$ cat config.mk
export PLATFORM = sky130hd
export DESIGN_NAME = sprite_fetch_seq
export DESIGN_NICKNAME = d
export VERILOG_FILES = /design/src/rtl/sprite_fetch_seq.sv
export SDC_FILE = /design/constraint.sdc
export NUM_CORES = 1
export LEC_CHECK = 0
export ABC_AREA = 0
export BUFFER_PORTS_ARGS = -buffer_cell sky130_fd_sc_hd__buf_2
export CORE_MARGIN = 4
export CORE_UTILIZATION = 51
export CTS_BUF_LIST = sky130_fd_sc_hd__clkbuf_8
export DETAILED_ROUTE_END_ITERATION = 7
export PLACE_DENSITY = 0.79
export SLEW_MARGIN = 10
export SYNTH_ARGS = -nofsm -noshare
export SYNTH_HDL_FRONTEND = slang
export SYNTH_SLANG_ARGS = --single-unit
$ cat constraint.sdc
create_clock -name clk -period 2.2 [get_ports clk]
set_input_delay 0.11 -clock clk [delete_from_list [all_inputs] [get_ports clk]]
set_output_delay 0.11 -clock clk [all_outputs]
set_load 0.05 [all_outputs]
$ cat src/rtl/sprite_fetch_seq.sv
// ----------------------------------------------------------------------------
// sprite_fetch_seq
//   Pattern-fetch address generator for the sprite engine. A start pulse
//   latches one sprite configuration plus the target scanline. One EVAL cycle
//   decides whether the scanline intersects the sprite. On a hit, one
//   pattern-memory read request per tile column is issued over a valid/ready
//   handshake. A one-cycle done pulse (with hit) closes every sequence.
//
//   Optional build macro: SPRITE_FETCH_ABORT_EN adds an abort input. Abort
//   cancels a sequence in EVAL/ISSUE and pulses done with hit=0.
//
// Ports
//   clk, rst_n      clock, asynchronous active-low reset
//   start           one-cycle pulse; latches conf_* and row while IDLE
//   conf_tile       base tile {tile_y, tile_x}
//   conf_y          sprite top scanline
//   conf_w/conf_h   sprite width-1 / height-1 in tiles
//   conf_x_mirror   reverse column order
//   conf_y_mirror   vertical flip
//   row             scanline being fetched
//   abort           (SPRITE_FETCH_ABORT_EN only) cancel the current sequence
//   req_valid/req_ready  request handshake towards the VRAM arbiter
//   req_addr        {tile_y, tile_x, tile_row}
//   req_slot        on-screen slot of this pattern (0 = leftmost)
//   req_last        final request of this sprite row
//   busy            sequence in progress
//   done/hit        completion pulse; hit=1 when the row intersected the sprite
// ----------------------------------------------------------------------------
module sprite_fetch_seq #(
    parameter int COORD_W   = 5,
    parameter int W_FIELD_W = 2,
    parameter int H_FIELD_W = 2,
    parameter int ROW_W     = 8,
    parameter int ADDR_W    = 2*COORD_W+3
) (
    input  logic                   clk,
    input  logic                   rst_n,
    input  logic                   start,
    input  logic [2*COORD_W-1:0]   conf_tile,
    input  logic [ROW_W-1:0]       conf_y,
    input  logic [W_FIELD_W-1:0]   conf_w,
    input  logic [H_FIELD_W-1:0]   conf_h,
    input  logic                   conf_x_mirror,
    input  logic                   conf_y_mirror,
    input  logic [ROW_W-1:0]       row,
`ifdef SPRITE_FETCH_ABORT_EN
    input  logic                   abort,
`endif
    output logic                   req_valid,
    input  logic                   req_ready,
    output logic [ADDR_W-1:0]      req_addr,
    output logic [W_FIELD_W-1:0]   req_slot,
    output logic                   req_last,
    output logic                   busy,
    output logic                   done,
    output logic                   hit
);

    // Row index inside the sprite spans (h+1)*8 lines, so H_FIELD_W+3 bits.
    localparam int RI_W  = H_FIELD_W + 3;
    // Comparison width holds both the row offset and height_px (up to 2^RI_W).
    localparam int CMP_W = (ROW_W > RI_W + 1) ? ROW_W : RI_W + 1;

    typedef enum logic [1:0] {
        IDLE  = 2'd0,
        EVAL  = 2'd1,
        ISSUE = 2'd2,
        FIN   = 2'd3
    } state_t;

    state_t                 state_r, state_nxt_s;
    logic [2*COORD_W-1:0]   tile_r;
    logic [ROW_W-1:0]       y_r;
    logic [W_FIELD_W-1:0]   w_r;
    logic [H_FIELD_W-1:0]   h_r;
    logic                   xm_r;
    logic                   ym_r;
    logic [ROW_W-1:0]       row_r;
    logic [RI_W-1:0]        row_idx_r;
    logic [W_FIELD_W-1:0]   k_r;
    logic                   hit_r;
    logic                   abort_done_r;

    logic                   abort_s;
    logic [ROW_W-1:0]       row_off_s;
    logic [CMP_W-1:0]       off_ext_s;
    logic [CMP_W-1:0]       height_s;
    logic                   miss_s;
    logic [CMP_W-1:0]       row_idx_full_s;
    logic [W_FIELD_W-1:0]   col_s;
    logic [COORD_W-1:0]     tile_x_s;
    logic [COORD_W-1:0]     tile_y_s;
    logic                   last_s;
    logic                   cancel_s;

`ifdef SPRITE_FETCH_ABORT_EN
    assign abort_s = abort;
`else
    assign abort_s = 1'b0;
`endif

    // Abort only has an effect while a sequence is being evaluated or issued.
    assign cancel_s = abort_s && ((state_r == EVAL) || (state_r == ISSUE));

    // Hit test and row-index computation from the latched configuration.
    always_comb begin
        row_off_s      = row_r - y_r;
        off_ext_s      = CMP_W'(row_off_s);
        height_s       = (CMP_W'(h_r) + CMP_W'(1)) << 3;
        miss_s         = (off_ext_s >= height_s);
        if (ym_r) begin
            row_idx_full_s = height_s - CMP_W'(1) - off_ext_s;
        end else begin
            row_idx_full_s = off_ext_s;
        end
    end

    // Current request address: column order, tile wrap and tile-row split.
    always_comb begin
        if (xm_r) begin
            col_s = w_r - k_r;
        end else begin
            col_s = k_r;
        end
        tile_x_s = tile_r[COORD_W-1:0] + COORD_W'(col_s);
        tile_y_s = tile_r[2*COORD_W-1:COORD_W] + COORD_W'(row_idx_r[RI_W-1:3]);
        last_s   = (k_r == w_r);
    end

    // State register.
    always_ff @(posedge clk or negedge rst_n) begin
        if (!rst_n) begin
            state_r <= IDLE;
        end else begin
            state_r <= state_nxt_s;
        end
    end

    // Next-state logic; abort outranks a simultaneous handshake.
    always_comb begin
        state_nxt_s = state_r;
        case (state_r)
            IDLE: begin
                if (start) begin
                    state_nxt_s = EVAL;
                end else begin
                    state_nxt_s = IDLE;
                end
            end
            EVAL: begin
                if (cancel_s) begin
                    state_nxt_s = IDLE;
                end else if (miss_s) begin
                    state_nxt_s = FIN;
                end else begin
                    state_nxt_s = ISSUE;
                end
            end
            ISSUE: begin
                if (cancel_s) begin
                    state_nxt_s = IDLE;
                end else if (req_ready && last_s) begin
                    state_nxt_s = FIN;
                end else begin
                    state_nxt_s = ISSUE;
                end
            end
            FIN:     state_nxt_s = IDLE;
            default: state_nxt_s = IDLE;
        endcase
    end

    // Configuration latch, row index, column counter and completion flags.
    always_ff @(posedge clk or negedge rst_n) begin
        if (!rst_n) begin
            tile_r       <= '0;
            y_r          <= '0;
            w_r          <= '0;
            h_r          <= '0;
            xm_r         <= 1'b0;
            ym_r         <= 1'b0;
            row_r        <= '0;
            row_idx_r    <= '0;
            k_r          <= '0;
            hit_r        <= 1'b0;
            abort_done_r <= 1'b0;
        end else begin
            abort_done_r <= cancel_s;
            if ((state_r == IDLE) && start) begin
                tile_r <= conf_tile;
                y_r    <= conf_y;
                w_r    <= conf_w;
                h_r    <= conf_h;
                xm_r   <= conf_x_mirror;
                ym_r   <= conf_y_mirror;
                row_r  <= row;
            end else if (state_r == EVAL) begin
                row_idx_r <= RI_W'(row_idx_full_s);
                hit_r     <= !miss_s;
                k_r       <= '0;
            end else if ((state_r == ISSUE) && req_ready && !last_s) begin
                k_r <= k_r + W_FIELD_W'(1);
            end else begin
                k_r <= k_r;
            end
        end
    end

    // Outputs decoded only from registered state, zero outside their phase.
    always_comb begin
        req_valid = (state_r == ISSUE);
        if (state_r == ISSUE) begin
            req_addr = {tile_y_s, tile_x_s, row_idx_r[2:0]};
            req_slot = k_r;
            req_last = last_s;
        end else begin
            req_addr = '0;
            req_slot = '0;
            req_last = 1'b0;
        end
        busy = (state_r != IDLE);
        done = (state_r == FIN) || abort_done_r;
        hit  = (state_r == FIN) && hit_r;
    end

endmodule

### Yosys cells after proc, flatten, opt, wreduce, memory -nomap -nowiden

Index checks and enable logic that the tools add are counted.

* equality and inequality tests: 4
* reduce and logical (&&, ||, !) cells: 12
* add/sub/neg operators: 8
* mux-type cells: 11
* magnitude comparators: 1
* bitwise logic cells: 1

Operators by type and width (number)
* $mux W13: 1
* $add A5 B2 Y5: 2
* $ge A8 B6 Y1: 1
* $mux W2: 4
* $pmux W2 S4: 1
* $sub A8 B8 Y8: 1
* $logic_and A1 B1 Y1: 5
* $mux W5: 1
* $sub A5 B1 Y5 const B: 1
* $sub A5 B5 Y5: 1
* $eq A2 B2 Y1 const B: 2
* $mux W1: 4
* $reduce_and A2 Y1: 2
* $reduce_bool A2 Y1: 2
* $add A2 B1 Y3 const B: 1
* $add A2 B1 Y2 const B: 1
* $eq A2 B1 Y1 const B: 1
* $eq A2 B2 Y1: 1
* $logic_not A1 Y1: 2
* $logic_not A2 Y1: 1
* $sub A2 B2 Y2: 1
* $not A1 Y1: 1

* word-level logic and storage cells: 48
* bits in registers: 42
* input bits: 36

### Longest topological paths before layout

* word-level depth: 5
* depth in mapped cells: 12
* mapped depth without buffers: 12

### Worst setup path before layout

OpenSTA, ideal clock, no wires.

* path kind: register to output
* start point: reg k_r[0]
* end point: out req_addr[7]
* required time: 2.090 ns
* cell stages (with the launch flop): 8
* arrival: 3.013 ns
* slack: -0.923 ns
* cell sequence: dfrtp_1 ha_1 a21oi_1 ha_1 inv_1 fa_1 or3_1 a21boi_0

* cells in the longest elaborated chain, start to end: 4

RTL lines
* start, declared: line 80 `logic [W_FIELD_W-1:0] k_r;`
* start signal, assigned: line 202 `k_r <= k_r + W_FIELD_W'(1);`
* start signal, assigned: line 204 `k_r <= k_r;`
* $sub A2 B2 Y2: line 121 `col_s = w_r - k_r;`
* $mux W2 (*): line 120 `if (xm_r) begin`
* $add A5 B2 Y5 (*): line 125 `tile_x_s = tile_r[COORD_W-1:0] + COORD_W'(col_s);`
* $mux W13 (*): line 212 `if (state_r == ISSUE) begin`
* end, declared: line 51 `output logic [ADDR_W-1:0] req_addr,`

Every way passes the cells marked *; elsewhere a longest branch is shown, timed or not.

### Worst setup path after layout

* start point: reg w_r[0]
* end point: out req_addr[7]

* cells in the longest elaborated chain, start to end: 4

RTL lines
* start, declared: line 74 `logic [W_FIELD_W-1:0] w_r;`
* start signal, assigned: line 192 `w_r <= conf_w;`
* $sub A2 B2 Y2: line 121
* $mux W2: line 120
* $add A5 B2 Y5: line 125
* $mux W13: line 212

Every way passes these cells.

==> impl_metrics.json <==
{
  "synth_area_mm2": 0.00255,
  "regArea_mm2": 0.00105,
  "layout_common_cells": "buf_2 (50), dfrtp_1 (42), mux2_2 (34)",
  "r2r-end": "hit_r",
  "track_usage_pct": 18.7,
  "maxCapViolCount": 0,
  "worstSetupEndpoint": "req_addr[7]",
  "core_mm2": 0.00479,
  "die_h_um": 78.8,
  "post-route-period-util_pct": 113,
  "async_flop_share_pct": 100,
  "cts.htree.levels": 2,
  "synthDistinctLibCells": 42,
  "fillers": 361,
  "cp_top_family": "adder cells",
  "num_io_pins": 56,
  "synth-edff-count": 0,
  "layout_min_cycle_time_ns": 2.49,
  "avgSynthCellArea_um2": 11.0,
  "finalMaxSlewViolations": 0,
  "drc_errors": 0,
  "finalWorstSetupSlack_ns": -0.294,
  "path_clk_slew_ns": 0.09,
  "drt_iter0_markers": 82,
  "numCtsBuffers": 5,
  "numPlacedInstances": 364,
  "fin_area_mm2": 0.00328,
  "worst_clock_skew_ns": 0.00836,
  "grt_pass1_vias": 2054,
  "yosysTopAreaCellShare_pct": 41.1,
  "cts-root-buf": "clkbuf_8",
  "place_congestion": 0.794,
  "grt_pass1_wl_um": 9120,
  "failed_checks": "setup timing",
  "crit_chain": "inv_2, ha_4, xor2_1, nand2_1, xnor2_2, inv_1, fa_2, or3_4, a21boi_4, buf_6",
  "path_class": "reg -> out",
  "antenna_left": 0,
  "r2r_start": "row_r[0]",
  "cp-startpoint": "w_r[0]",
  "hpwl_um": 3800,
  "routedWlPerCell_um": 13.9,
  "place_area_mm2": 0.00306,
  "synthTopCellsByArea": "dfrtp_1 (41%), mux2_2 (15%), ha_1 (10%)",
  "clk_latency_ns": 0.30,
  "cts_sinks": 42,
  "initial_core_util_pct": 53.4,
  "grt_max_degree": 43,
  "max_slew_margin_pct": 39.8,
  "layout.nets": 367,
  "ys_warn_count": 0,
  "drive_gt1_share_pct": 46.4,
  "syn_nets": 293,
  "die_w_um": 78.8,
  "ys.flop_type": "dfrtp_1",
  "die_area_mm2": 0.00621,
  "synth_cells": 233,
  "yosysSeqAreaShare_pct": 41.1,
  "cp_data_arrival_time_ns": 2.38,
  "path_depth": 10,
  "vias_per_cell": 5.03,
  "wl_um": 5210,
  "worstMarginPinSlew_ns": 0.903,
  "max_freq_ghz": 0.401,
  "cp_slowest_cell": "dfrtp_1",
  "multi_input_area_mm2": 0.00151,
  "final_common_cell": "buf_2",
  "hold_path_class": "in -> reg",
  "port_buffers": 55,
  "required_ns": 2.09,
  "startpoint_type": "flip-flop",
  "r2r_setup_slack_ns": -0.12,
  "ys_ff_latch": 42,
  "setup_tns_ns": -0.983,
  "endpoint_kind": "primary output",
  "final_cells": 375,
  "rows": 25,
  "reg2reg_depth": 11,
  "cp_max_fo": 2,
  "status": "complete, but fails checks",
  "yosys.area.top_type": "dfrtp_1",
  "overflow": 0,
  "area_growth_pct": 28.4,
  "setup-violations-final": 7,
  "rsz0062_at_grt": "yes",
  "firstDrtPassIters": 4,
  "finalHoldViolCount": 0,
  "vias": 1886,
  "antenna_found_initial": 0,
  "antenna_cells": 0,
  "cp.buffers_inverters": 3,
  "cts_buffer_depth": 2,
  "slowest_delay_ns": 0.39,
  "cts_tree": "yes"
}
-- logic make-up after synthesis --
family | count (synthesis) | share of synthesized area (%)
buffers and inverters | 30 | 4.55
flip-flops | 42 | 41.1
multiplexers | 35 | 15.4
adder cells (fa/ha/maj) | 24 | 12.6
AO/OA/AOI/OAI | 41 | 11.3
AND/OR/NAND/NOR | 46 | 9.84
XOR/XNOR | 15 | 5.14
-- layer usage --
metal / track usage, % / wire length, um / up-vias
li1: - / - / 947
met1: 21.6 / 2200 / 891
met2: 33.9 / 2720 / 38
met3: 3.97 / 206 / 10
met4: 6.82 / 78 / 0
met5: 0 / 0 / -
-- layout make-up --
type / instances / area share (%)
Inverter: 23 / 2.63
Tap cell: 67 / 2.56
Multi-Input combinational cell: 161 / 46.1
Clock buffer: 5 / 2.10
Timing Repair Buffer: 74 / 13.9
Sequential cell: 42 / 32.0
Clock inverter: 3 / 0.649
-- synth_stat cells (all sizes together) (2+ instances only) --
cell,number
a21o,2
a31o,2
clkbuf,4
o21a,3
buf,3
o21ai,9
ha,21
inv,23
mux2,34
a21boi,2
o211ai,3
nand2,11
nor2,6
nor2b,3
a21oi,12
a41oi,2
dfrtp,42
xor2,3
fa,3
and2,14
nand3,3
xnor2,12
-- metrics by stage --
step / hold slack (ns) / util, % / setup WS (ns)
floorplan: -0.186 / - / -0.0522
global placement: 0.287 / 63.9 / -0.0946
detailed placement: 0.299 / 63.9 / -0.176
CTS: 0.0284 / 68.2 / -0.286
global route: 0.0379 / 68.5 / -0.426
finish: 0.0391 / 68.5 / -0.294
-- repair_timing --
action	4_1_cts	5_1_grt
pin swaps	9	4
setup buffers	2	0
endpoints found under the setup margin	7	8
gates resized for setup	22	5
hold buffers	1	0
endpoints found under the hold margin	42	0
-- sequential cells by signal, indices dropped and copies added, names as in the netlist --
| signal | flops |
|---|---|
| hit_r | 1 |
| y_r | 8 |
| tile_r | 10 |
| ym_r | 1 |
| row_r | 8 |
| k_r | 2 |
| state_r | 2 |
| xm_r | 1 |
| w_r | 2 |
| h_r | 2 |
| row_idx_r | 5 |
-- how the worst min path moves through the flow --
stage / from / endpoint / cells past startpoint
2_1_floorplan: rst_n / h_r[0] / 0
3_3_place_gp: rst_n / tile_r[4] / 1
3_5_place_dp: rst_n / tile_r[4] / 1
4_1_cts: conf_tile[2] / tile_r[2] / 2
5_1_grt: conf_tile[9] / tile_r[9] / 2
6_report: conf_tile[2] / tile_r[2] / 2
Power is not shown: default switching activity piles up to over one toggle a cycle in this logic, so the estimate is an artifact.
